**config.mk**
```make
export PLATFORM = sky130hd
export DESIGN_NAME = mips_mc_ctrl_flat
export DESIGN_NICKNAME = d
export VERILOG_FILES = /design/src/rtl/mips_pkg.sv /design/src/rtl/mips_mc_ctrl_if.sv /design/src/rtl/mips_mc_decode.sv /design/src/rtl/mips_mc_ctrl.sv /design/src/flat_wrapper.sv
export SDC_FILE = /design/constraint.sdc
export NUM_CORES = 1
export LEC_CHECK = 0
export BUFFER_PORTS_ARGS = -buffer_cell sky130_fd_sc_hd__buf_2
export CAP_MARGIN = 40
export CORE_AREA = 2 2 75 77
export DETAILED_ROUTE_END_ITERATION = 7
export DIE_AREA = 0 0 77 79
export MAX_ROUTING_LAYER = met4
export PLACE_DENSITY = 0.81
export SLEW_MARGIN = 25
export SYNTH_ARGS = -nofsm -noshare
export SYNTH_HDL_FRONTEND = slang
export SYNTH_HIERARCHICAL = 1
export SYNTH_SLANG_ARGS = --single-unit
export TNS_END_PERCENT = 1
```
**constraint.sdc**
```tcl
create_clock -name clk -period 3.35 [get_ports clk]
set_input_delay 0.1675 -clock clk [delete_from_list [all_inputs] [get_ports clk]]
set_output_delay 0.1675 -clock clk [all_outputs]
set_load 0.02 [all_outputs]
```
**src/rtl/mips_pkg.sv**
```systemverilog
// Shared encodings for the multi-cycle MIPS controller: opcodes, functs,
// FSM states, instruction classes and the datapath mux select values.
package mips_pkg;

  localparam logic [5:0] OP_RTYPE = 6'b000000;
  localparam logic [5:0] OP_ORI   = 6'b001101;
  localparam logic [5:0] OP_LUI   = 6'b001111;
  localparam logic [5:0] OP_LW    = 6'b100011;
  localparam logic [5:0] OP_SW    = 6'b101011;
  localparam logic [5:0] OP_BEQ   = 6'b000100;
  localparam logic [5:0] OP_J     = 6'b000010;
  localparam logic [5:0] OP_JAL   = 6'b000011;

  localparam logic [5:0] FN_ADDU  = 6'b100001;
  localparam logic [5:0] FN_SUBU  = 6'b100011;
  localparam logic [5:0] FN_JR    = 6'b001000;
  localparam logic [5:0] FN_SLL   = 6'b000000;

  typedef enum logic [3:0] {
    S_FETCH = 4'd0,
    S_DCD   = 4'd1,
    S_EXE   = 4'd2,
    S_ALUWB = 4'd3,
    S_MA    = 4'd4,
    S_MR    = 4'd5,
    S_MWB   = 4'd6,
    S_MW    = 4'd7,
    S_BR    = 4'd8,
    S_JMP   = 4'd9
  } state_t;

  typedef enum logic [3:0] {
    C_ALU_R, C_ORI, C_LUI, C_LW, C_SW, C_BEQ, C_J, C_JAL, C_JR, C_NOP, C_BAD
  } iclass_t;

  localparam logic [1:0] EOP_SIGN = 2'b00;
  localparam logic [1:0] EOP_ZERO = 2'b01;
  localparam logic [1:0] EOP_HI   = 2'b10;
  localparam logic [1:0] EOP_SHL2 = 2'b11;

  localparam logic [1:0] ALU_ADD  = 2'b00;
  localparam logic [1:0] ALU_SUB  = 2'b01;
  localparam logic [1:0] ALU_OR   = 2'b10;

  localparam logic [1:0] RD_RT    = 2'b00;
  localparam logic [1:0] RD_RD    = 2'b01;
  localparam logic [1:0] RD_RA    = 2'b10;

  localparam logic [1:0] WD_ALU   = 2'b00;
  localparam logic [1:0] WD_MEM   = 2'b01;
  localparam logic [1:0] WD_PC4   = 2'b10;

  localparam logic [1:0] NPC_SEQ  = 2'b00;
  localparam logic [1:0] NPC_BR   = 2'b01;
  localparam logic [1:0] NPC_JMP  = 2'b10;
  localparam logic [1:0] NPC_RS   = 2'b11;

endpackage

```
**src/rtl/mips_mc_ctrl_if.sv**
```systemverilog
// Controller <-> datapath bundle: IR fields and ALU flag in, enables and
// mux selects out, plus retire count, illegal flag and the current state.
interface mips_mc_ctrl_if;
  logic [5:0]  opcode;
  logic [5:0]  funct;
  logic        zero;
  logic        PCWr;
  logic        IRWr;
  logic        RegWr;
  logic        MemWr;
  logic [1:0]  EOp;
  logic        ALUSrc;
  logic [1:0]  ALUOp;
  logic [1:0]  RegDst;
  logic [1:0]  WDSel;
  logic [1:0]  NPCOp;
  logic [31:0] instr_cnt;
  logic        illegal;
  logic [3:0]  state;

  modport master (
    input  opcode, funct, zero,
    output PCWr, IRWr, RegWr, MemWr, EOp, ALUSrc, ALUOp, RegDst, WDSel, NPCOp,
    output instr_cnt, illegal, state
  );

  modport slave (
    output opcode, funct, zero,
    input  PCWr, IRWr, RegWr, MemWr, EOp, ALUSrc, ALUOp, RegDst, WDSel, NPCOp,
    input  instr_cnt, illegal, state
  );
endinterface

```
**src/rtl/mips_mc_decode.sv**
```systemverilog
// Combinational opcode/funct classifier; anything unsupported maps to C_BAD.
module mips_mc_decode
  import mips_pkg::*;
(
  input  logic [5:0] opcode,
  input  logic [5:0] funct,
  output iclass_t    cls
);

  always_comb begin
    cls = C_BAD;
    case (opcode)
      OP_RTYPE: begin
        case (funct)
          FN_ADDU, FN_SUBU: cls = C_ALU_R;
          FN_JR:            cls = C_JR;
          FN_SLL:           cls = C_NOP;
          default:          cls = C_BAD;
        endcase
      end
      OP_ORI:  cls = C_ORI;
      OP_LUI:  cls = C_LUI;
      OP_LW:   cls = C_LW;
      OP_SW:   cls = C_SW;
      OP_BEQ:  cls = C_BEQ;
      OP_J:    cls = C_J;
      OP_JAL:  cls = C_JAL;
      default: cls = C_BAD;
    endcase
  end

endmodule

```
**src/rtl/mips_mc_ctrl.sv**
```systemverilog
// Multi-cycle MIPS main controller: FSM, retire counter and sticky illegal flag.
//   state | meaning
//   FETCH | PC <= PC+4, IR <= mem[PC]
//   DCD   | classify opcode/funct
//   EXE   | ALU op for R-type/ori/lui
//   ALUWB | write ALU result
//   MA    | address calc for lw/sw
//   MR    | memory read
//   MWB   | write loaded data
//   MW    | memory write
//   BR    | beq compare and conditional PC update
//   JMP   | j/jal/jr PC update (jal links $31)
module mips_mc_ctrl
  import mips_pkg::*;
(
  input  logic            clk,
  input  logic            rst_n,
  input  logic            en,
  mips_mc_ctrl_if.master  bus
);

  state_t      state_q, state_d;
  iclass_t     cls;
  logic [31:0] cnt_q;
  logic        ill_q;
  logic        retire, set_ill;
  logic        pc_we, ir_we, reg_we, mem_we;
  logic [1:0]  eop, aluop, regdst, wdsel, npcop;
  logic        alusrc;

  mips_mc_decode u_decode (
    .opcode (bus.opcode),
    .funct  (bus.funct),
    .cls    (cls)
  );

  always_ff @(posedge clk or negedge rst_n) begin
    if (!rst_n) begin
      state_q <= S_FETCH;
      cnt_q   <= '0;
      ill_q   <= 1'b0;
    end else if (en) begin
      state_q <= state_d;
      if (retire)  cnt_q <= cnt_q + 32'd1;
      if (set_ill) ill_q <= 1'b1;
    end
  end

  always_comb begin
    state_d = state_q;
    pc_we   = 1'b0;
    ir_we   = 1'b0;
    reg_we  = 1'b0;
    mem_we  = 1'b0;
    eop     = EOP_SIGN;
    alusrc  = 1'b0;
    aluop   = ALU_ADD;
    regdst  = RD_RT;
    wdsel   = WD_ALU;
    npcop   = NPC_SEQ;
    retire  = 1'b0;
    set_ill = 1'b0;
    case (state_q)
      S_FETCH: begin
        pc_we   = 1'b1;
        ir_we   = 1'b1;
        state_d = S_DCD;
      end
      S_DCD: begin
        case (cls)
          C_ALU_R, C_NOP, C_ORI, C_LUI: state_d = S_EXE;
          C_LW, C_SW:                   state_d = S_MA;
          C_BEQ:                        state_d = S_BR;
          C_J, C_JAL, C_JR:             state_d = S_JMP;
          default: begin
            state_d = S_FETCH;
            set_ill = 1'b1;
          end
        endcase
      end
      S_EXE: begin
        if (cls == C_ALU_R && bus.funct == FN_SUBU) aluop = ALU_SUB;
        if (cls == C_ORI) begin
          aluop  = ALU_OR;
          alusrc = 1'b1;
          eop    = EOP_ZERO;
        end
        if (cls == C_LUI) begin
          aluop  = ALU_OR;
          alusrc = 1'b1;
          eop    = EOP_HI;
        end
        state_d = S_ALUWB;
      end
      S_ALUWB: begin
        reg_we  = (cls != C_NOP);
        regdst  = (cls == C_ALU_R || cls == C_NOP) ? RD_RD : RD_RT;
        retire  = 1'b1;
        state_d = S_FETCH;
      end
      S_MA: begin
        alusrc  = 1'b1;
        state_d = (cls == C_LW) ? S_MR : S_MW;
      end
      S_MR: state_d = S_MWB;
      S_MWB: begin
        reg_we  = 1'b1;
        wdsel   = WD_MEM;
        retire  = 1'b1;
        state_d = S_FETCH;
      end
      S_MW: begin
        mem_we  = 1'b1;
        alusrc  = 1'b1;
        retire  = 1'b1;
        state_d = S_FETCH;
      end
      S_BR: begin
        aluop   = ALU_SUB;
        eop     = EOP_SHL2;
        npcop   = NPC_BR;
        pc_we   = bus.zero;
        retire  = 1'b1;
        state_d = S_FETCH;
      end
      S_JMP: begin
        pc_we = 1'b1;
        npcop = (cls == C_JR) ? NPC_RS : NPC_JMP;
        if (cls == C_JAL) begin
          reg_we = 1'b1;
          regdst = RD_RA;
          wdsel  = WD_PC4;
        end
        retire  = 1'b1;
        state_d = S_FETCH;
      end
      default: state_d = S_FETCH;
    endcase
  end

  // Write enables are qualified by en and reset so stalls and reset never write.
  assign bus.PCWr      = pc_we  & en & rst_n;
  assign bus.IRWr      = ir_we  & en & rst_n;
  assign bus.RegWr     = reg_we & en & rst_n;
  assign bus.MemWr     = mem_we & en & rst_n;
  assign bus.EOp       = eop;
  assign bus.ALUSrc    = alusrc;
  assign bus.ALUOp     = aluop;
  assign bus.RegDst    = regdst;
  assign bus.WDSel     = wdsel;
  assign bus.NPCOp     = npcop;
  assign bus.instr_cnt = cnt_q;
  assign bus.illegal   = ill_q;
  assign bus.state     = state_q;

endmodule

```
**src/flat_wrapper.sv**
```systemverilog
// flat-port wrapper written by rule: the top's interface ports become plain ports
module mips_mc_ctrl_flat import mips_pkg::*;
  (clk, rst_n, en, bus_opcode, bus_funct, bus_zero, bus_PCWr, bus_IRWr, bus_RegWr, bus_MemWr, bus_EOp, bus_ALUSrc, bus_ALUOp, bus_RegDst, bus_WDSel, bus_NPCOp, bus_instr_cnt, bus_illegal, bus_state);
  mips_mc_ctrl_if bus_i ();
  input  logic clk;
  input  logic rst_n;
  input  logic en;
  input wire logic [$bits(bus_i.opcode)-1:0] bus_opcode;
  input wire logic [$bits(bus_i.funct)-1:0] bus_funct;
  input wire logic [$bits(bus_i.zero)-1:0] bus_zero;
  output wire logic [$bits(bus_i.PCWr)-1:0] bus_PCWr;
  output wire logic [$bits(bus_i.IRWr)-1:0] bus_IRWr;
  output wire logic [$bits(bus_i.RegWr)-1:0] bus_RegWr;
  output wire logic [$bits(bus_i.MemWr)-1:0] bus_MemWr;
  output wire logic [$bits(bus_i.EOp)-1:0] bus_EOp;
  output wire logic [$bits(bus_i.ALUSrc)-1:0] bus_ALUSrc;
  output wire logic [$bits(bus_i.ALUOp)-1:0] bus_ALUOp;
  output wire logic [$bits(bus_i.RegDst)-1:0] bus_RegDst;
  output wire logic [$bits(bus_i.WDSel)-1:0] bus_WDSel;
  output wire logic [$bits(bus_i.NPCOp)-1:0] bus_NPCOp;
  output wire logic [$bits(bus_i.instr_cnt)-1:0] bus_instr_cnt;
  output wire logic [$bits(bus_i.illegal)-1:0] bus_illegal;
  output wire logic [$bits(bus_i.state)-1:0] bus_state;
  assign bus_i.opcode = bus_opcode;
  assign bus_i.funct = bus_funct;
  assign bus_i.zero = bus_zero;
  assign bus_PCWr = bus_i.PCWr;
  assign bus_IRWr = bus_i.IRWr;
  assign bus_RegWr = bus_i.RegWr;
  assign bus_MemWr = bus_i.MemWr;
  assign bus_EOp = bus_i.EOp;
  assign bus_ALUSrc = bus_i.ALUSrc;
  assign bus_ALUOp = bus_i.ALUOp;
  assign bus_RegDst = bus_i.RegDst;
  assign bus_WDSel = bus_i.WDSel;
  assign bus_NPCOp = bus_i.NPCOp;
  assign bus_instr_cnt = bus_i.instr_cnt;
  assign bus_illegal = bus_i.illegal;
  assign bus_state = bus_i.state;
  mips_mc_ctrl u_core (.clk(clk), .rst_n(rst_n), .en(en), .bus(bus_i));
endmodule
```
==> impl_metrics.py <==
metrics = {
    "global_routing": {
        "grt_pass1_vias": 2085,
        "antenna_found_initial": 0,
        "track_usage": 0.201,
        "overflow": 0,
        "grt_pass1_wl_um": 9710,
        "grt_max_degree": 40,
    },
    "status": {
        "status": "finished clean",
    },
    "setup_path": {
        "cpPeakStageDelay_ps": 430,
        "reg2reg_slack_ps": 1400,
        "crit_top_cell": "buf_2",
        "cpMaxStageDelayCell": "o32ai_2",
        "r2r_start": "u_core/bus.instr_cnt[9]",
        "worstSetupPathType": "input pin to output port",
        "crit_required_ps": 3180,
        "endpoint_kind": "output port",
        "startpoint_type": "input pin",
        "crit_chain": "buf_2 > nor2_2 > and3_1 > inv_1 > o32ai_2 > nor4bb_1 > o21ai_0 > a31o_2 > o2111a_1 > buf_2",
        "r2r-end": "u_core/bus.instr_cnt[27]",
        "r2r_cells": 4,
        "worstPathArrival_ps": 2240,
        "critical_path.max_fanout": 9,
    },
    "detailed_routing": {
        "routed_wl_um": 5580,
        "drc": 0,
        "wire_per_inst_um": 14.3,
        "vias_per_cell": 5.68,
        "drtAntennaViolNets": 0,
        "drtPass1Iterations": 5,
        "drt_iter0_drc": 103,
        "vias": 2211,
    },
    "pwr": {
        "pwr-share-clk": 0.339,
        "internal-power_mw": 0.805,
        "swShare": 0.312,
        "pwr-share-seq": 0.443,
        "power.density_mw_per_mm2": 397,
        "combPwrFrac": 0.218,
        "ir_drop_mv": 0.291,
        "switching_power_mw": 0.365,
        "leakagePower_nw": 1.47,
        "power.total_mw": 1.17,
    },
    "cts": {
        "postCtsSetupRepairBufs": 0,
        "clock_sinks": 37,
        "cts_tree": "built",
        "worst_skew_pair.late_latency_ps": 290,
        "htreeDepth": 2,
        "numCtsBuffers": 5,
        "cts.path.max_buffers": 2,
        "holdBufCountCts": 1,
        "clk_pin_slew_ps": 70,
        "cts_root_buf": "clkbuf_8",
        "ctsResizeCount": 0,
    },
    "synthesis": {
        "async_flop_share": 1.00,
        "syn-instance-count": 255,
        "syn-num-nets": 272,
        "synthesis.area_mm2": 0.00246,
        "synth.yosys.warnings": 6,
        "ys_seq_elements": 37,
        "ys.flop_type": "dfrtp_1",
        "synth_enable_flop_cells": 0,
        "seq_area_frac_synth": 0.376,
        "synth.avg_cell_area_um2": 9.67,
        "synthDistinctLibCells": 54,
    },
    "floorplan": {
        "dieHeight_um": 79,
        "die_w_um": 77,
        "row_count": 27,
        "ioPinCount": 68,
        "start_util": 0.462,
        "core_area_mm2": 0.00534,
        "die-area_mm2": 0.00608,
    },
    "sta": {
        "tightest_slew_ps": 763,
        "finalCritPeriodShare": 0.719,
        "finalMaxSlewViolations": 0,
        "hold_viol": 0,
        "max_slew_margin": 0.490,
        "max_freq_mhz": 415,
        "fin_skew_ps": 9.15,
        "setup_viol": 0,
        "period_needed_ps": 2410,
        "fin_tns_setup_ps": 0,
        "rsz0062_at_grt": "no",
    },
    "placed_design": {
        "numPortBuffers": 67,
        "place_hpwl_um": 4110,
        "gp_congestion": 0.871,
        "dpl.cell_count": 380,
    },
    "job": {
        "cap_violations": 0,
    },
    "worst_hold_path": {
        "worstHoldStart": "en",
        "hp-class": "input pin to register",
        "min_path_cells": 2,
        "holdPathEnd": "u_core/bus.state[3]",
    },
    "layout": {
        "nets": 333,
        "stdcell_count": 389,
        "n_fill_cell": 490,
        "diodes": 0,
        "drive_above_1_share": 0.328,
        "syn_to_final_growth_pct": 19.6,
    },
}
## how the worst max path moves through the flow
stage / start / to / slack (ps) / depth (start not counted)
2_1_floorplan: bus_opcode[0] / bus_RegWr / 1290 / 8
3_3_place_gp: bus_opcode[0] / bus_RegWr / 1020 / 10
3_5_place_dp: bus_opcode[0] / bus_RegWr / 980 / 10
4_1_cts: bus_opcode[0] / bus_RegWr / 980 / 10
5_1_grt: bus_opcode[0] / bus_RegWr / 820 / 10
6_report: bus_opcode[0] / bus_RegWr / 940 / 10
## flip-flops by register name (all words and copies together) (netlist names)
register	count
u_core/bus.instr_cnt	32
u_core/bus.state	4
u_core/bus.illegal	1
## worst max-delay path, delay by kind of cell
family,cells,cell delay (ps)
AOI/OAI and AO/OA,4,990
and+or+nand+nor,3,730
buffers and inverters,3,360
## layer usage
layer,track usage,wire length (um),vias to the layer above
met1,0.254,2390,1091
met5,-,0,-
met3,0.0352,237,6
met4,0.0661,56,0
met2,0.332,2890,57
li1,-,-,1057
## power by group through the flow
stage | registers (mW) | clock network [mW] | logic (mW)
after floorplan | 0.532 | 0 | 0.169
after global routing | 0.526 | 0.429 | 0.284
after CTS | 0.518 | 0.409 | 0.256
after global placement | 0.527 | 0 | 0.248
after detailed placement | 0.528 | 0 | 0.254
final | 0.519 | 0.397 | 0.255
## cells in the final DEF, fill, tap and decap left out, drive strengths merged, types with 4 or more instances in the layout
| cell type | instances |
|---|---|
| a21oi | 7 |
| and2 | 4 |
| and3 | 7 |
| and4 | 5 |
| buf | 68 |
| clkbuf | 6 |
| dfrtp | 37 |
| inv | 8 |
| nand2 | 20 |
| nand2b | 8 |
| nand3 | 17 |
| nand4 | 11 |
| nor2 | 8 |
| nor2b | 4 |
| nor3 | 8 |
| nor4 | 20 |
| nor4b | 5 |
| o21ai | 9 |
| xnor2 | 7 |
| xor2 | 25 |
## kinds of logic (layout without fill, tap and decap cells)
logic type                 after synthesis  in the layout  synth area share
and+or+nand+nor                        125            125             0.353
DFF                                     37             37             0.376
AOI/OAI and AO/OA                       35             35             0.100
xor gates and xnor gates                32             32             0.114
buffers and inverters                   23             85            0.0442
muxes                                    2              2           0.00863
adders and majority gates                1              1           0.00508
## synth_stat cells, types with 2 or more instances
master     n  area (um2)
dfrtp_1   37         926
xor2_1    25         219
nand2_1   20        75.1
nand3_1   17        85.1
nor4_2    16         200
nand4_1   10        62.6
inv_1      8        30.0
nand2b_1   8        50.1
nor3_1     8        40.0
a21oi_1    7        35.0
and3_1     7        43.8
nor2_1     7        26.3
o21ai_0    7        35.0
xnor2_1    7        61.3
clkbuf_1   6        22.5
and4_1     5        43.8
and2_1     4        25.0
buf_1      3        11.3
buf_2      3        15.0
nor2b_1    3        18.8
nor4_1     3        18.8
nor4b_1    3        26.3
a211oi_1   2        15.0
a31oi_1    2        12.5
buf_6      2        22.5
nand4b_1   2        17.5
nor3b_1    2        15.0
nor4b_2    2        30.0
o21ai_1    2        10.0
o22a_1     2        17.5
o31ai_1    2        15.0
## metrics by stage
stage	worst slack (ps)	util	instance area, um2	hold WS, ps
global placement	1020	0.528	2820	243
CTS	983	0.553	2950	271
floorplan	1290	-	2460	-128
global route	824	0.553	2950	305
detailed placement	983	0.528	2820	248
finish	940	0.553	2950	274
## final cells by class
class                      instances  area (um2)  share of cell area
multi-input combinational        195        1430               0.485
sequential                        37         926               0.314
timing repair buffer              69         353               0.120
tap                               72        90.1              0.0305
clock buffer                       6        82.6              0.0280
clock inverter                     2        37.5              0.0127
inverter                           8        30.0              0.0102
(Power assumes the default switching activity.)
